===== src/rtl/fp16_add_sched_if.sv =====
// Bundle of request, shared-adder and response signals for fp16_add_sched.
// slave is the scheduler's view; master is the view of whatever drives it.
interface fp16_add_sched_if #(
  parameter int unsigned N_REQ = 4
);
  logic [N_REQ-1:0]    req_valid;
  logic [N_REQ-1:0]    req_ready;
  logic [16*N_REQ-1:0] req_a;
  logic [16*N_REQ-1:0] req_b;
  logic [15:0]         add_a;
  logic [15:0]         add_b;
  logic [15:0]         add_ans;
  logic                rsp_valid;
  logic                rsp_ready;
  logic [2:0]          rsp_id;
  logic [15:0]         rsp_data;
  logic                busy;
  logic [15:0]         ops_done;

  modport master (
    output req_valid, req_a, req_b, add_ans, rsp_ready,
    input  req_ready, add_a, add_b, rsp_valid, rsp_id, rsp_data, busy, ops_done
  );

  modport slave (
    input  req_valid, req_a, req_b, add_ans, rsp_ready,
    output req_ready, add_a, add_b, rsp_valid, rsp_id, rsp_data, busy, ops_done
  );
endinterface


===== src/rtl/fp16_add_sched.sv =====
// Round-robin scheduler that shares one external fp16 adder among N_REQ
// requesters. One transaction is in flight at a time: grant in IDLE, wait
// ADD_LAT+1 cycles for the adder, then hold the response until accepted.
module fp16_add_sched #(
  parameter int unsigned N_REQ   = 4,
  parameter int unsigned ADD_LAT = 1
) (
  input logic              clk,
  input logic              rst_n,
  fp16_add_sched_if.slave  bus
);

  typedef enum logic [1:0] {StIdle, StWait, StResp} state_e;

  state_e           state_q;
  logic [2:0]       last_grant_q;
  logic [2:0]       rsp_id_q;
  logic [2:0]       wait_cnt_q;
  logic [15:0]      add_a_q;
  logic [15:0]      add_b_q;
  logic [15:0]      rsp_data_q;
  logic [15:0]      ops_done_q;
  logic [15:0]      ops_done_d;
  logic             rsp_valid_q;
  logic             busy_q;

  logic [N_REQ-1:0] grant;
  logic             grant_any;
  logic [2:0]       grant_idx;
  logic [15:0]      sel_a;
  logic [15:0]      sel_b;

  // Round-robin pick starting after last_grant; only offered in IDLE and out of reset.
  always_comb begin
    grant     = '0;
    grant_any = 1'b0;
    grant_idx = '0;
    sel_a     = '0;
    sel_b     = '0;
    if (rst_n && (state_q == StIdle)) begin
      for (int unsigned off = 1; off <= N_REQ; off++) begin
        for (int unsigned i = 0; i < N_REQ; i++) begin
          if (!grant_any && bus.req_valid[i] &&
              (i == ((32'(last_grant_q) + off) % N_REQ))) begin
            grant_any = 1'b1;
            grant[i]  = 1'b1;
            grant_idx = 3'(i);
            sel_a     = bus.req_a[16*i +: 16];
            sel_b     = bus.req_b[16*i +: 16];
          end
        end
      end
    end
  end

  // Completed-response counter, sticks at all-ones.
  always_comb begin
    ops_done_d = ops_done_q;
    if ((state_q == StResp) && bus.rsp_ready && (ops_done_q != 16'hFFFF)) begin
      ops_done_d = ops_done_q + 16'd1;
    end
  end

  // Main FSM with registered outputs; reset aborts any transaction in flight.
  always_ff @(posedge clk) begin
    if (!rst_n) begin
      state_q      <= StIdle;
      last_grant_q <= 3'(N_REQ - 1);
      rsp_id_q     <= '0;
      wait_cnt_q   <= '0;
      add_a_q      <= '0;
      add_b_q      <= '0;
      rsp_data_q   <= '0;
      ops_done_q   <= '0;
      rsp_valid_q  <= 1'b0;
      busy_q       <= 1'b0;
    end else begin
      ops_done_q <= ops_done_d;
      case (state_q)
        StIdle: begin
          if (grant_any) begin
            add_a_q      <= sel_a;
            add_b_q      <= sel_b;
            rsp_id_q     <= grant_idx;
            last_grant_q <= grant_idx;
            wait_cnt_q   <= '0;
            busy_q       <= 1'b1;
            state_q      <= StWait;
          end
        end
        StWait: begin
          // ADD_LAT+1 cycles here: the adder needs ADD_LAT after its inputs settle.
          if (wait_cnt_q == 3'(ADD_LAT)) begin
            rsp_data_q  <= bus.add_ans;
            rsp_valid_q <= 1'b1;
            state_q     <= StResp;
          end else begin
            wait_cnt_q <= wait_cnt_q + 3'd1;
          end
        end
        StResp: begin
          if (bus.rsp_ready) begin
            rsp_valid_q <= 1'b0;
            busy_q      <= 1'b0;
            state_q     <= StIdle;
          end
        end
        default: begin
          rsp_valid_q <= 1'b0;
          busy_q      <= 1'b0;
          state_q     <= StIdle;
        end
      endcase
    end
  end

  assign bus.req_ready = grant;
  assign bus.add_a     = add_a_q;
  assign bus.add_b     = add_b_q;
  assign bus.rsp_valid = rsp_valid_q;
  assign bus.rsp_id    = rsp_id_q;
  assign bus.rsp_data  = rsp_data_q;
  assign bus.busy      = busy_q;
  assign bus.ops_done  = ops_done_q;

endmodule


===== src/flat_wrapper.sv =====
// flat-port wrapper written by rule: the top's interface ports become plain ports
module fp16_add_sched_flat 
#(
  parameter int unsigned N_REQ   = 4,
  parameter int unsigned ADD_LAT = 1
)
  (clk, rst_n, bus_req_valid, bus_req_a, bus_req_b, bus_add_ans, bus_rsp_ready, bus_req_ready, bus_add_a, bus_add_b, bus_rsp_valid, bus_rsp_id, bus_rsp_data, bus_busy, bus_ops_done);
  fp16_add_sched_if #(.N_REQ(N_REQ)) bus_i ();
  input logic clk;
  input logic rst_n;
  input wire logic [$bits(bus_i.req_valid)-1:0] bus_req_valid;
  input wire logic [$bits(bus_i.req_a)-1:0] bus_req_a;
  input wire logic [$bits(bus_i.req_b)-1:0] bus_req_b;
  input wire logic [$bits(bus_i.add_ans)-1:0] bus_add_ans;
  input wire logic [$bits(bus_i.rsp_ready)-1:0] bus_rsp_ready;
  output wire logic [$bits(bus_i.req_ready)-1:0] bus_req_ready;
  output wire logic [$bits(bus_i.add_a)-1:0] bus_add_a;
  output wire logic [$bits(bus_i.add_b)-1:0] bus_add_b;
  output wire logic [$bits(bus_i.rsp_valid)-1:0] bus_rsp_valid;
  output wire logic [$bits(bus_i.rsp_id)-1:0] bus_rsp_id;
  output wire logic [$bits(bus_i.rsp_data)-1:0] bus_rsp_data;
  output wire logic [$bits(bus_i.busy)-1:0] bus_busy;
  output wire logic [$bits(bus_i.ops_done)-1:0] bus_ops_done;
  assign bus_i.req_valid = bus_req_valid;
  assign bus_i.req_a = bus_req_a;
  assign bus_i.req_b = bus_req_b;
  assign bus_i.add_ans = bus_add_ans;
  assign bus_i.rsp_ready = bus_rsp_ready;
  assign bus_req_ready = bus_i.req_ready;
  assign bus_add_a = bus_i.add_a;
  assign bus_add_b = bus_i.add_b;
  assign bus_rsp_valid = bus_i.rsp_valid;
  assign bus_rsp_id = bus_i.rsp_id;
  assign bus_rsp_data = bus_i.rsp_data;
  assign bus_busy = bus_i.busy;
  assign bus_ops_done = bus_i.ops_done;
  fp16_add_sched #(.N_REQ(N_REQ), .ADD_LAT(ADD_LAT)) u_core (.clk(clk), .rst_n(rst_n), .bus(bus_i));
endmodule

===== config.mk =====
export PLATFORM = sky130hd
export DESIGN_NAME = fp16_add_sched_flat
export DESIGN_NICKNAME = d
export VERILOG_FILES = /design/src/rtl/fp16_add_sched_if.sv /design/src/rtl/fp16_add_sched.sv /design/src/flat_wrapper.sv
export SDC_FILE = /design/constraint.sdc
export NUM_CORES = 1
export LEC_CHECK = 0
export CORE_MARGIN = 5
export CORE_UTILIZATION = 48
export DETAILED_ROUTE_END_ITERATION = 8
export PLACE_DENSITY = 0.87
export SETUP_SLACK_MARGIN = 0.3
export SLEW_MARGIN = 20
export SYNTH_ARGS = -nofsm -noshare
export SYNTH_HDL_FRONTEND = slang
export SYNTH_SLANG_ARGS = --single-unit

===== constraint.sdc =====
create_clock -name clk -period 3.8 [get_ports clk]
set_input_delay 0.38 -clock clk [delete_from_list [all_inputs] [get_ports clk]]
set_output_delay 0.38 -clock clk [all_outputs]
set_load 0.005 [all_outputs]

==> results of run 1 <==
## synthesized netlist by cell type, drive strengths merged (7+ instances only)
cell type   n  area [µm²]
xor2        8        70.1
o21ai      28         144
nor2       51         196
nand2      89         334
nor3        8        45.0
o211ai     11        82.6
a22oi      22         165
or3        16         100
dfxtp      75        1500
a21o        7        53.8
o221ai     11        96.3
and2       22         140
a211oi      8        60.1
a221oi     53         464
and3       14        87.6
buf        39         234
a221o      16         160
a21boi     21         158
nand3      20         100
o22ai      14        87.6
nor4        7        58.8
clkbuf     28         105
nor2b      13        81.3
a21oi      42         214
o31ai       7        52.6
xnor2       7        61.3
a31oi      20         125
nand2b     12        82.6
## sequential cells by signal (all words and copies together), names as in the netlist
name	cells
u_core.bus.add_a	16
u_core.state_q	2
u_core.wait_cnt_q	3
u_core.bus.add_b	16
u_core.bus.ops_done	16
u_core.bus.busy	1
u_core.bus.rsp_valid	1
u_core.last_grant_q	2
u_core.bus.rsp_data	16
u_core.bus.rsp_id	2
## final cells by class
cell class,instances,area [µm²],area share (%)
clock inverters,6,65.1,0.788
well taps,143,179,2.17
multi-input cells,590,3790,45.9
repair buffers,252,2450,29.7
clock buffers,10,239,2.90
flip-flops and latches,75,1500,18.2
inverters,6,22.5,0.273
## layer usage
metal,part of all wire (%),track usage (%),wire (µm),vias up
met2,46,52.3,11400,614
met5,0,0,0,-
met4,4.3,15.1,1050,0
li1,-,-,-,3267
met3,12,6.83,2990,126
met1,38,43.3,9350,3455
## placed cells by master (no fill, tap or decap), types with 14 or more instances in the layout
| cell type | netlist | layout |
|---|---|---|
| nand3_1 | 20 | 20 |
| o21ai_0 | 27 | 27 |
| a21boi_0 | 20 | 20 |
| a31oi_1 | 20 | 20 |
| o22ai_1 | 14 | 14 |
| or3_1 | 16 | 16 |
| a221o_1 | 16 | 16 |
| dfxtp_1 | 75 | 75 |
| and3_1 | 14 | 14 |
| clkdlybuf4s50_1 | 0 | 221 |
| nand2_1 | 89 | 89 |
| nor2_1 | 49 | 49 |
| a221oi_1 | 53 | 53 |
| and2_1 | 20 | 20 |
| buf_4 | 11 | 29 |
| a22oi_1 | 22 | 22 |
| a21oi_1 | 41 | 41 |
## worst reg2reg max path, stage by stage (launching register included)
cell,delay (ns)
dfxtp_1,0.48
buf_12,0.27
nor2b_1,0.26
and2_1,0.76
a221o_1,0.28
a221oi_1,0.04
or3_1,0.39
a31oi_1,0.18
## path summary, 6_finish.rpt
kind,start,endpoint,slack [ns]
worst min register to register,u_core.bus.rsp_data[10],u_core.bus.rsp_data[10],0.46
worst min-delay path,u_core.bus.rsp_data[10],u_core.bus.rsp_data[10],0.46
worst max-delay path,bus_req_valid[1],bus_req_ready[2],0.68
worst max register to register,u_core.last_grant_q[1],u_core.bus.add_b[3],1.07
## power groups by stage
stage	combinational (mW)	sequential, mW	clock, mW
after floorplan	0.510	0.942	0
after global placement	1.00	0.945	0
after detailed placement	1.02	0.949	0
after CTS	1.02	0.933	0.891
after global routing	1.11	0.944	0.930
final	1.05	0.937	0.893
## kinds of logic (layout without fill, tap and decap cells)
kind of cell	count (synthesis)	count (layout)
AND/OR/NAND/NOR	275	275
XOR/XNOR	15	15
adder cells (fa/ha/maj)	3	3
AO/OA/AOI/OAI	296	296
other	1	1
flip-flops	75	75
buffers and inverters	73	274
## metrics by stage
stage	power, mW	hold slack (ns)	util [%]	cells	cell area, µm²
final	2.87	0.462	72.0	1082	8250
after floorplan	1.45	0.439	-	738	5650
after CTS	2.85	0.466	72.0	1082	8250
after global placement	1.95	0.439	69.3	1066	7950
after global routing	2.99	0.483	72.0	1082	8250
after detailed placement	1.97	0.458	69.3	1066	7950
==> impl_metrics.csv, run 1 <==
group,metric,value,unit
sta,fin_tns_setup,0,ns
synthesis,synth_mux_area_share,0,%
cts,ctsResizeCount,0,
synthesis,synth_ff_type,"dfxtp_1",
sta,rsz0062_at_grt,"no",
placed_design,dp_slack,0.737,ns
route,final_antenna_net_count,0,
critical_path,max_stage_delay,0.76,ns
cells_and_area,fill_cells,882,
floorplan,start_util,49.3,%
route,drtPass1Iterations,8,
cts,hold_buffers,0,
cts,numCtsBuffers,9,
job,max_cap_violations,0,
floorplan,ios,224,
floorplan,dieArea,14000,µm²
critical_path,slowest_stage,"clkdlybuf4s50_1",
sta,finalHoldViolations,0,
placed_design,portBuffers,222,
critical_path,start_kind,"input pin",
cts,cts.sinks,75,
sta,slew_violations,0,
cts,cts-root-buf,"clkbuf_16",
route,vias,7462,
power,ir_drop,311,µV
critical_path,critical_path_class,"input pin to output pin",
route,drc_errors,0,
cts,cts_setup_buffers,0,
critical_path,worstRegToRegCells,7,
synthesis,synth_edf_count,0,
critical_path,critPathRequiredTime,3.42,ns
worst_hold_path,holdPathStages,2,
synthesis,async_reset_ff_share,0,%
placed_design,gp_congestion,1.00,
critical_path,worstPathArrival,2.74,ns
sta,slew_headroom,31.3,%
global_routing,grt_overflow_total,0,
global_routing,grt_max_degree,62,
global_routing,grt_pass1_vias,7051,
power,internal_power,1.94,mW
sta,max_freq,321,MHz
critical_path,cp_num_buf_inv,2,
power,clkPwrFrac,31.1,%
critical_path,cp.depth,6,
cells_and_area,area.growth.synth_to_final,46.0,%
power,p_comb_share,36.4,%
power,switching_share,32.4,%
route,wl_per_cell,22.9,µm
critical_path,crit_fanout,17,
sta,finalCritPeriodShare,82.1,%
power,p_leak,3.04,nW
sta,setup_viol,0,
floorplan,core-area,11500,µm²
synthesis,ys_ff_latch,75,
floorplan,rows,39,
global_routing,gr-usage-all-layers,33.1,%
synthesis,synth-compound-area-share,38.7,%
cts,path_clk_slew,0.06,ns
synthesis,ys_warn_count,0,
cells_and_area,layout-drive-gt1-share,6.50,%
power,netSwitchingPower,0.932,mW
global_routing,antenna_found_initial,0,
power,seq_power_share,32.6,%
placed_design,dp_hpwl,17700,µm
synthesis,netlist_area,5650,µm²
cts,clkLatencyLatePin,0.35,ns
sta,post-route-min-period,3.12,ns
cts,clockBufferDepth,2,
cells_and_area,diodes,0,
synthesis,synth_top_family_by_area,"compound AO/OA/AOI/OAI gates",
status,outcome,"complete, no violations",
synthesis,synthAdderAreaFrac,0.664,%
critical_path,cp_top_family,"buffers and inverters",
sta,finalWorstSetupSlack,0.681,ns
synthesis,synthSimpleGateAreaFrac,25.3,%
global_routing,grt_pass1_wl,38100,µm
synthesis,syn-num-nets,892,
synthesis,syn_avg_cell_area,7.66,µm²
sta,worst_pin_slew,1.03,ns
cells_and_area,fin_nets,1088,
route,vias_per_cell,6.90,
floorplan,die_w,119,µm
synthesis,ys_seq_area_share,26.6,%
route,drt_iter0_drc,1417,
power,pwr_density_cell,348,nW/µm²
synthesis,yosys.area_share.xor_xnor,2.32,%
critical_path,crit_chain,"clkdlybuf4s50_1 -> nor2_2 -> and4_1 -> nor2_1 -> nor2_1 -> clkdlybuf4s50_1",
cts,htree_levels,3,
floorplan,die_h,119,µm
sta,finClkSkew,0.00555,ns
synthesis,yosysUniqueCellTypes,71,
worst_hold_path,hp-class,"flop to flop",
cts,cts_tree,"done",
critical_path,cp-end-kind,"output pin",
route,drt-total-wl,24800,µm
synthesis,postSynthCellCount,738,
Power figures use the tool's default switching activity.
==> run 2: changes to the inputs <==
Settings changed: CORE_UTILIZATION 48 to 45, PLACE_DENSITY 0.87 to 0.83.
Clock period 3.8 ns to 3.1 ns, I/O delays scaled along.
==> run 2 against run 1 <==
Flip-flop and latch count unchanged; global-route usage down 2.3 points; die area up 6.1%; combinational power up 23%; cell count up 4.4%; setup slack worse by 0.27 ns; count of clock-buffer cells in the layout unchanged; critical path depth up 1; final area up 2.4%; sequential share of layout area down 0.42 points; largest power group unchanged.
==> impl_metrics.csv, run 2 (synthesis gave the netlist of run 1 again) <==
group,metric,value,unit
sta,finalWorstSetupSlack,0.406,ns
route,drt_iter0_drc,1132,
floorplan,rows,41,
critical_path,worstRegToRegCells,8,
cts,cts_tree,"done",
placed_design,dp_slack,0.274,ns
critical_path,worstPathArrival,2.38,ns
cells_and_area,final_cell_mix,"clkdlybuf4s50_1 (219), nand2_1 (89), dfxtp_1 (74)",
global_routing,gr-usage-all-layers,30.7,%
critical_path,cp-end-kind,"output pin",
cts,clockBufferDepth,2,
cts,cts.sinks,75,
global_routing,grt_pass1_wl,36400,µm
critical_path,slowest_stage,"clkdlybuf4s50_1",
placed_design,gp_congestion,1.04,
cts,numCtsBuffers,9,
global_routing,grt_overflow_total,0,
sta,finClkSkew,0.00569,ns
cts,clkLatencyLatePin,0.35,ns
critical_path,crit_chain,"clkdlybuf4s50_1 -> buf_4 -> nor2_2 -> and4_1 -> nor2_1 -> nor2_1 -> clkdlybuf4s50_1",
sta,slew_headroom,52.8,%
floorplan,ios,224,
worst_hold_path,holdPathStages,2,
floorplan,die_w,122,µm
global_routing,grt_pass1_vias,7005,
cts,htree_levels,3,
global_routing,antenna_found_initial,1,
power,pwr_density_cell,427,nW/µm²
placed_design,dp_hpwl,16800,µm
placed_design,portBuffers,222,
sta,finalHoldViolations,0,
cells_and_area,fin_nets,1106,
critical_path,critical_path_class,"input pin to output pin",
critical_path,cp-startpoint,"bus_req_valid[1]",
cts,cts_setup_buffers,0,
global_routing,grt_max_degree,62,
cts,hold_buffers,0,
sta,fin_tns_setup,0,ns
route,drtPass1Iterations,7,
critical_path,critPathRequiredTime,2.79,ns
route,wl_per_cell,20.9,µm
cells_and_area,layout-drive-gt1-share,8.57,%
route,drt-total-wl,23600,µm
cts,cts-root-buf,"clkbuf_16",
sta,rsz0062_at_grt,"no",
sta,finalCritPeriodShare,86.9,%
cts,path_clk_slew,0.06,ns
cells_and_area,area.growth.synth_to_final,49.5,%
critical_path,crit_fanout,11,
worst_hold_path,hp-class,"flop to flop",
cells_and_area,final_common_cell,"clkdlybuf4s50_1",
floorplan,start_util,45.3,%
cells_and_area,fill_cells,1077,
power,p_leak,3.16,nW
critical_path,start_kind,"input pin",
sta,slew_violations,0,
route,final_antenna_net_count,0,
route,drc_errors,0,
route,vias,7355,
status,outcome,"complete, no violations",
floorplan,dieArea,14900,µm²
critical_path,r2r_slack,0.76,ns
sta,max_freq,371,MHz
sta,setup_viol,0,
worst_hold_path,hp-start,"u_core.bus.rsp_id[0]",
critical_path,max_stage_delay,0.55,ns
power,ir_drop,252,µV
sta,post-route-min-period,2.69,ns
critical_path,r2r-start,"u_core.last_grant_q[1]",
floorplan,die_h,122,µm
sta,worst_pin_slew,0.706,ns
job,max_cap_violations,0,
floorplan,core-area,12500,µm²
route,vias_per_cell,6.51,
==> run 2: cell count changes in the layout (fill, tap and decap cells not counted), moves of 2 or more <==
| cell | delta |
|---|---|
| nor2b_2 | +2 |
| clkdlybuf4s50_1 | -2 |
| dlymetal6s2s_1 | +2 |
| buf_4 | +19 |
| nor2b_1 | -2 |
==> run 2: path summary, 6_finish.rpt <==
path	endpoint
worst max-delay path	bus_req_ready[2]
worst min register to register	u_core.bus.rsp_id[0]
worst max register to register	u_core.bus.add_b[9]
worst min-delay path	u_core.bus.rsp_id[0]
==> run 2: timing repair <==
| item | in CTS | in global routing |
|---|---|---|
| endpoints found under the setup margin | 1 | 4 |
| pin swaps | 0 | 0 |
| resized for setup | 1 | 5 |
==> run 2: through the flow <==
stage	hold slack (ns)	total power, mW	util [%]	instance area (µm²)	std cells
6_report	0.439	3.61	67.8	8450	1130
5_1_grt	0.481	3.76	67.8	8450	1130
4_1_cts	0.445	3.58	67.7	8440	1129
3_5_place_dp	0.435	2.41	65.0	8110	1113
3_3_place_gp	0.435	2.40	65.0	8110	1113
2_1_floorplan	0.439	1.78	-	5650	738
==> run 2: metal layers <==
metal / vias to the layer above / share of wire, % / GRT usage [%]
met1: 3358 / 38 / 40.1
met2: 587 / 46 / 46.9
met4: 0 / 4.5 / 16.2
met5: - / 0 / 0
met3: 109 / 12 / 7.52
li1: 3301 / - / -
==> run 2: layout make-up <==
| cell class | count | area [µm²] | share of cell area [%] |
|---|---|---|---|
| Antenna cell | 1 | 2.50 | 0.0296 |
| Clock inverter | 6 | 87.6 | 1.04 |
| Sequential cell | 75 | 1500 | 17.8 |
| Tap cell | 172 | 215 | 2.55 |
| Clock buffer | 10 | 239 | 2.83 |
| Inverter | 6 | 22.5 | 0.266 |
| Multi-Input combinational cell | 590 | 3800 | 45.0 |
| Timing Repair Buffer | 270 | 2580 | 30.6 |
==> run 2: worst max-delay path: cells and delay by family <==
| kind | cells | cell delay [ns] |
|---|---|---|
| buf+inv | 3 | 1.32 |
| simple gates | 4 | 0.74 |
==> run 2: power breakdown <==
part | switching (mW) | internal, mW
clock | 0.452 | 0.729
combinational | 0.607 | 0.679
sequential | 0.0686 | 1.07
